File: config.mk
export PLATFORM = sky130hd
export DESIGN_NAME = mem_port_arbiter
export DESIGN_NICKNAME = d
export VERILOG_FILES = /design/src/rtl/mem_port_arbiter_pkg.sv /design/src/rtl/mem_port_arbiter_rr_arbiter_2.sv /design/src/rtl/mem_port_arbiter.sv
export SDC_FILE = /design/constraint.sdc
export NUM_CORES = 1
export LEC_CHECK = 0
export ABC_AREA = 1
export BUFFER_PORTS_ARGS = -buffer_cell sky130_fd_sc_hd__buf_4
export CORE_UTILIZATION = 52
export DETAILED_ROUTE_END_ITERATION = 12
export PLACE_DENSITY_LB_ADDON = 0.1
export SYNTH_ARGS = -nofsm -noshare
export SYNTH_HDL_FRONTEND = slang
export SYNTH_SLANG_ARGS = --single-unit
export TNS_END_PERCENT = 50
File: constraint.sdc
create_clock -name CLK -period 2 [get_ports CLK]
set_input_delay 0.2 -clock CLK [delete_from_list [all_inputs] [get_ports CLK]]
set_output_delay 0.2 -clock CLK [all_outputs]
set_load 0.01 [all_outputs]
File: src/rtl/mem_port_arbiter_pkg.sv
// Shared definitions for the main-memory port arbiter and the DMA engine.
package mem_port_arbiter_pkg;

   localparam int ADDR_W_DEFAULT = 12;
   localparam int DATA_W_DEFAULT = 19;

   typedef enum logic [1:0] {
      ST_IDLE   = 2'd0,
      ST_ACCESS = 2'd1,
      ST_DONE   = 2'd2
   } arb_state_t;

endpackage

File: src/rtl/mem_port_arbiter_rr_arbiter_2.sv
// Two-way round-robin winner select; ptr=0 favours port 0, ptr=1 favours port 1.
module rr_arbiter_2 (
   input  logic req0,
   input  logic req1,
   input  logic ptr,
   output logic any_req,
   output logic winner
);

   always_comb begin
      any_req = req0 | req1;
      winner  = (req0 & req1) ? ptr : req1;
   end

endmodule

File: src/rtl/mem_port_arbiter.sv
// Arbitrates the single main memory between the CPU (port 0) and DMA (port 1).
module mem_port_arbiter
   import mem_port_arbiter_pkg::*;
#(
   parameter int ADDR_W  = ADDR_W_DEFAULT,
   parameter int DATA_W  = DATA_W_DEFAULT,
   parameter int MEM_LAT = 2
) (
   input  logic              CLK,
   input  logic              RST_N,
   input  logic              REQ0,
   input  logic              WE0,
   input  logic [ADDR_W-1:0] ADDR0,
   input  logic [DATA_W-1:0] WDATA0,
   input  logic              REQ1,
   input  logic              WE1,
   input  logic [ADDR_W-1:0] ADDR1,
   input  logic [DATA_W-1:0] WDATA1,
   output logic              GNT0,
   output logic              GNT1,
   output logic              ACK0,
   output logic              ACK1,
   output logic [DATA_W-1:0] RDATA,
   output logic [ADDR_W-1:0] MEM_ADDR,
   output logic              MEM_RD,
   output logic              MEM_WR,
   output logic [DATA_W-1:0] MEM_WDATA,
   input  logic [DATA_W-1:0] MEM_RDATA
);

   localparam logic [3:0] LAST_CNT = 4'(MEM_LAT - 1);

   arb_state_t  state;
   logic [3:0]  cnt;
   logic        we_q;
   logic        sel_q;
   logic        ptr;

   logic              any_req;
   logic              winner;
   logic              win_we;
   logic [ADDR_W-1:0] win_addr;
   logic [DATA_W-1:0] win_wdata;

   rr_arbiter_2 u_rr (
      .req0    (REQ0),
      .req1    (REQ1),
      .ptr     (ptr),
      .any_req (any_req),
      .winner  (winner)
   );

   assign win_we    = winner ? WE1    : WE0;
   assign win_addr  = winner ? ADDR1  : ADDR0;
   assign win_wdata = winner ? WDATA1 : WDATA0;

   // Strobes are registered on the selection edge so they cover exactly MEM_LAT cycles.
   always_ff @(posedge CLK or negedge RST_N) begin
      if (!RST_N) begin
         state     <= ST_IDLE;
         cnt       <= '0;
         we_q      <= 1'b0;
         sel_q     <= 1'b0;
         ptr       <= 1'b0;
         GNT0      <= 1'b0;
         GNT1      <= 1'b0;
         ACK0      <= 1'b0;
         ACK1      <= 1'b0;
         MEM_RD    <= 1'b0;
         MEM_WR    <= 1'b0;
         MEM_ADDR  <= '0;
         MEM_WDATA <= '0;
         RDATA     <= '0;
      end else begin
         ACK0 <= 1'b0;
         ACK1 <= 1'b0;
         case (state)
            ST_IDLE: begin
               if (any_req) begin
                  sel_q     <= winner;
                  we_q      <= win_we;
                  MEM_ADDR  <= win_addr;
                  MEM_WDATA <= win_wdata;
                  MEM_RD    <= ~win_we;
                  MEM_WR    <= win_we;
                  GNT0      <= ~winner;
                  GNT1      <= winner;
                  cnt       <= '0;
                  state     <= ST_ACCESS;
               end
            end
            ST_ACCESS: begin
               cnt <= cnt + 4'd1;
               if (cnt == LAST_CNT) begin
                  if (!we_q) RDATA <= MEM_RDATA;
                  MEM_RD <= 1'b0;
                  MEM_WR <= 1'b0;
                  ACK0   <= ~sel_q;
                  ACK1   <= sel_q;
                  state  <= ST_DONE;
               end
            end
            ST_DONE: begin
               ptr   <= ~sel_q;
               GNT0  <= 1'b0;
               GNT1  <= 1'b0;
               state <= ST_IDLE;
            end
            default: state <= ST_IDLE;
         endcase
      end
   end

endmodule

==> impl_metrics.env, run 1 <==
export IMPL_instances_no_fill=650
export IMPL_p_leak_uw=0.00274
export IMPL_crit_arrival_ps=1710
export IMPL_syn_to_final_growth_pct=36.3
export IMPL_avgSynthCellArea_um2=7.85
export IMPL_seq_area_frac_synth=0.480
export IMPL_cp_max_fo=19
export IMPL_finalSetupViolations=0
export IMPL_worst_r2r_path_depth=7
export IMPL_syn_nets=521
export IMPL_cts_tree="yes"
export IMPL_relSlewSlack=0.463
export IMPL_max_freq_mhz=698
export IMPL_cts_sinks=65
export IMPL_finalMaxSlewViolations=0
export IMPL_period_share=0.717
export IMPL_die_area_um2=6850
export IMPL_dpl_cell_count=633
export IMPL_total_power_uw=6690
export IMPL_grt_usage=0.251
export IMPL_syn_inst=432
export IMPL_drc=0
export IMPL_cts_root_buf="clkbuf_8"
export IMPL_clk_path_buf_depth=2
export IMPL_maxCapViolCount=0
export IMPL_cts_buffers=9
export IMPL_finalHoldViolCount=0
export IMPL_wl_um=8130
export IMPL_antenna_found_initial=0
export IMPL_grt_overflow_total=0
export IMPL_dp_hpwl_um=5600
export IMPL_grt_pass1_vias=2983
export IMPL_grt_max_degree=66
export IMPL_initial_core_util=0.537
export IMPL_ir_drop_v=0.000819
export IMPL_dr_pass1_iters=5
export IMPL_portBuffers=142
export IMPL_synth_area_um2=3390
export IMPL_worstSetupEndpoint="RDATA[17]"
export IMPL_yosysWarnings=0
export IMPL_reg2reg_to="RDATA[17]"
export IMPL_viasPerCell=4.96
export IMPL_status="complete, no violations"
export IMPL_p_per_area_nw_per_um2=1450
export IMPL_clkTransAtPathRegs_ps=70
export IMPL_finalClockSkew_ps=8.75
export IMPL_drive_gt1_frac=0.316
export IMPL_worstSetupStartpointType="flip-flop"
export IMPL_ys_ff_latch=65
export IMPL_reg2reg_slack_ps=570
export IMPL_nets=657
export IMPL_insertion_delay_ps=340
export IMPL_core_um2=6310
export IMPL_tightest_slew_ps=806
export IMPL_cp_end_kind="flip-flop"
export IMPL_core_rowCount=29
export IMPL_crit_required_ps=2280
export IMPL_wl_per_cell_um=12.5
export IMPL_vias=3225
export IMPL_period_minus_slack_ps=1430
export IMPL_final_cell_mix="nand2_1 (154), buf_4 (146), inv_1 (73)"
export IMPL_dieWidth_um=82.7
export IMPL_grt_setup_unrepaired="false"
export IMPL_critical_path_class="reg -> reg"
export IMPL_dieHeight_um=82.7
export IMPL_cts_setup_buffers=0
export IMPL_place_gp_congestion=0.771
export IMPL_hold_path_class="in -> reg"
export IMPL_tns_ps=0
export IMPL_antenna_left=0
export IMPL_detailedRoute_firstIterationViolations=173
export IMPL_final_common_cell="nand2_1"
export IMPL_ys_types=20
export IMPL_post_route_util=0.732
export IMPL_reg2reg_from="cnt[1]"
export IMPL_place_ws_ps=566
export IMPL_cp_startpoint="cnt[1]"
export IMPL_diodes=0
export IMPL_final_setup_worst_slack_ps=566
export IMPL_ios=143
export IMPL_grt_first_pass_wirelength_um=12900
export IMPL_cts_max_level=3
[sequential cells by signal, summed over array words and instances (netlist names), 2 cells and up]
signal and count:
RDATA 19, state 2, MEM_WDATA 19, cnt 4
MEM_ADDR 12
[worst min path at each step]
stage,startpoint,end,slack (ps),cells after the start
6_report,MEM_RDATA[15],RDATA[15],110,3
5_1_grt,MEM_RDATA[15],RDATA[15],100,3
4_1_cts,MEM_RDATA[2],RDATA[2],100,3
3_5_place_dp,RST_N,MEM_WDATA[12],350,1
3_3_place_gp,RST_N,MEM_WDATA[9],340,1
2_1_floorplan,RST_N,ACK0,-100,0
[cell families after synthesis]
| logic type | synth area share |
|---|---|
| compound gates | 0.00923 |
| fa+ha+maj | 0.00738 |
| buf+inv | 0.133 |
| flops | 0.480 |
| simple gates | 0.370 |
[critical path, stage by stage, from the launching register on]
cell     delay (ps)
dfrtp_1         430
inv_1            70
ha_1            230
nand2_1          70
nor2_1          110
buf_4           240
nand4_1         120
nand2_1          90
[cells in the mapped netlist]
library cell  count  area, um2
nor2_4            2       22.5
buf_8             2       30.0
nand3_1          63        315
o21ai_4           1       16.3
buf_12            1       20.0
nand4_4           1       21.3
o21ai_0           3       15.0
buf_2            12       60.1
dfrtp_1          65       1630
nand2_4           2       22.5
nor2_8            1       20.0
buf_6             5       56.3
ha_1              2       25.0
nand4_1          20        125
or2_2             2       12.5
inv_1            73        274
nor2_1           10       37.5
nand3_2          10        100
clkbuf_1          3       11.3
nand2_1         154        578
[metal layers]
layer | track usage | share of wire | up-vias
met2 | 0.416 | 0.47 | 125
met1 | 0.311 | 0.44 | 1488
met5 | 0 | 0 | -
li1 | - | - | 1604
met3 | 0.0659 | 0.074 | 8
met4 | 0.102 | 0.012 | 0
[where the power goes]
part	internal [uW]	switching, uW	leakage (uW)
Combinational	1420	1810	0.00184
Clock	569	504	0.0000998
Sequential	1970	417	0.000798
[layout make-up]
class / instances / area (um2)
clock buffer: 10 / 128
clock inverter: 6 / 58.8
fill: 527 / 1690
inverter: 73 / 274
multi-input combinational: 271 / 1310
sequential: 65 / 1630
tap: 77 / 96.3
timing repair buffer: 148 / 1130
[stage by stage]
stage / instance area (um2) / hold WS [ps]
after global routing: 4620 / 104
after detailed placement: 4420 / 350
after global placement: 4420 / 339
after floorplan: 3390 / -95.6
final: 4620 / 108
after CTS: 4620 / 101
[timing repair]
action	CTS	global route
gates resized for setup	0	0
hold endpoints to repair	65	0
hold buffers	1	0
Note: power is estimated with default switching activity, not from simulation.
==> run 2: changes to the inputs <==
- CORE_UTILIZATION: 52 -> 48
- clock period: 2 -> 1.5 ns (I/O delays scaled with it)
==> run 2 against run 1 <==
Against the previous run:
- sequential share of layout area down 0.56 points
- design area up 1.6%
- die area up 8.1%
- first-iteration DRC count up 41%
- worst hold slack worse by 51 ps
- critical path type unchanged
- largest cell class unchanged
- largest power group unchanged
==> impl_metrics.env, run 2 (synthesis gave the netlist of run 1 again) <==
export IMPL_status="complete, no violations"
export IMPL_insertion_delay_ps=340
export IMPL_maxCapViolCount=0
export IMPL_crit_arrival_ps=1550
export IMPL_fillers=591
export IMPL_syn_to_final_growth_pct=38.5
export IMPL_core_rowCount=30
export IMPL_wl_per_cell_um=12.0
export IMPL_reg_top3="MEM_WDATA (19), RDATA (19), MEM_ADDR (12)"
export IMPL_finalSetupViolations=0
export IMPL_dieWidth_um=86.0
export IMPL_max_freq_mhz=719
export IMPL_total_power_uw=8900
export IMPL_final_cell_mix="nand2_1 (154), buf_4 (148), inv_1 (73)"
export IMPL_critPathMaxStageDelay_ps=420
export IMPL_relSlewSlack=0.386
export IMPL_p_per_area_nw_per_um2=1890
export IMPL_period_minus_slack_ps=1390
export IMPL_ir_drop_v=0.000788
export IMPL_drc=0
export IMPL_dieHeight_um=86.0
export IMPL_finalHoldViolCount=0
export IMPL_cts_sinks=65
export IMPL_cp_max_fo=20
export IMPL_period_share=0.928
export IMPL_post_dp_cell_area_um2=4510
export IMPL_grt_pass1_vias=3119
export IMPL_clk_path_buf_depth=2
export IMPL_antenna_left=0
export IMPL_cts_setup_buffers=0
export IMPL_hold_path_class="in -> reg"
export IMPL_nets=662
export IMPL_dr_pass1_iters=4
export IMPL_clkTransAtPathRegs_ps=80
export IMPL_antenna_found_initial=0
export IMPL_cts_root_buf="clkbuf_8"
export IMPL_grt_max_degree=44
export IMPL_viasPerCell=4.78
export IMPL_drive_gt1_frac=0.324
export IMPL_wl_um=8060
export IMPL_post_route_util=0.691
export IMPL_slowest_stage="dfrtp_1"
export IMPL_grt_usage=0.232
export IMPL_worstSetupStartpointType="flip-flop"
export IMPL_tightest_slew_ps=917
export IMPL_critical_path_class="reg -> reg"
export IMPL_critPathTopFamily="flip-flops"
export IMPL_crit_required_ps=1660
export IMPL_initial_core_util=0.499
export IMPL_cts_max_level=3
export IMPL_grt_overflow_total=0
export IMPL_ios=143
export IMPL_grt_first_pass_wirelength_um=13600
export IMPL_cp_end_kind="flip-flop"
export IMPL_finalMaxSlewViolations=0
export IMPL_diodes=0
export IMPL_final_common_cell="nand2_1"
export IMPL_place_gp_congestion=0.801
export IMPL_portBuffers=142
export IMPL_cts_tree="yes"
export IMPL_finalClockSkew_ps=9.74
export IMPL_cts_buffers=9
export IMPL_die_area_um2=7400
export IMPL_core_um2=6790
export IMPL_vias=3224
export IMPL_fin_area_um2=4700
export IMPL_crit_buf_inv=2
export IMPL_dp_hpwl_um=5770
export IMPL_crit_chain="inv_1 > ha_1 > nand2_1 > nor2_1 > buf_6 > o21ai_0"
export IMPL_p_leak_uw=0.00276
export IMPL_detailedRoute_firstIterationViolations=244
-- run 2: cell types whose count changed in the layout (fill, tap and decap cells not counted), sizes merged --
cell / previous run / this run
clkinvlp: 0 / 2
clkbuf: 10 / 9
buf: 147 / 152
bufinv: 1 / 0
-- run 2: tightest hold or removal path: stages --
cell and delay (ps):
buf_4 80, nand4_1 80, nand2_1 60
-- run 2: metal layers --
layer / up-vias / part of all wire / track usage
li1: 1612 / - / -
met4: 0 / 0.015 / 0.0939
met5: - / 0 / 0
met3: 15 / 0.061 / 0.0510
met2: 101 / 0.50 / 0.398
met1: 1496 / 0.42 / 0.282
-- run 2: final timing paths --
path / startpoint / to / slack (ps) / cells after the start
max: cnt[1] / state[0] / 110 / 6
min: MEM_RDATA[4] / RDATA[4] / 60 / 3
max reg2reg: cnt[1] / state[0] / 110 / 6
min reg2reg: sel_q / ACK0 / 470 / 1
max in group asynchronous: RST_N / RDATA[15] / 730 / 3
min in group asynchronous: RST_N / MEM_WDATA[16] / 250 / 2
-- run 2: final cells by class --
| cell class | instances | area [um2] | share of cell area |
|---|---|---|---|
| Clock buffer | 9 | 124 | 0.0264 |
| Multi-Input combinational cell | 271 | 1310 | 0.279 |
| Tap cell | 96 | 120 | 0.0256 |
| Sequential cell | 65 | 1630 | 0.346 |
| Inverter | 73 | 274 | 0.0584 |
| Clock inverter | 7 | 47.5 | 0.0101 |
| Timing Repair Buffer | 153 | 1190 | 0.254 |
-- run 2: what timing repair did --
action / CTS / global route
hold endpoints to repair: 22 / 0
hold buffers: 1 / 0
setup endpoints to repair: 0 / 10
gates resized for setup: 0 / 1
-- run 2: metrics by stage --
stage	setup TNS (ps)	cells	setup WS, ps	hold WS, ps
final	0	674	109	57.1
after global routing	-13.1	674	-10.8	53.6
after CTS	0	674	109	44.8
after detailed placement	0	657	32.5	66.8
after global placement	0	657	137	65.0
after floorplan	0	432	294	-146
-- run 2: report_power, final --
part	internal (uW)	switching (uW)
Clock	595	695
Combinational	1990	2460
Sequential	2630	535
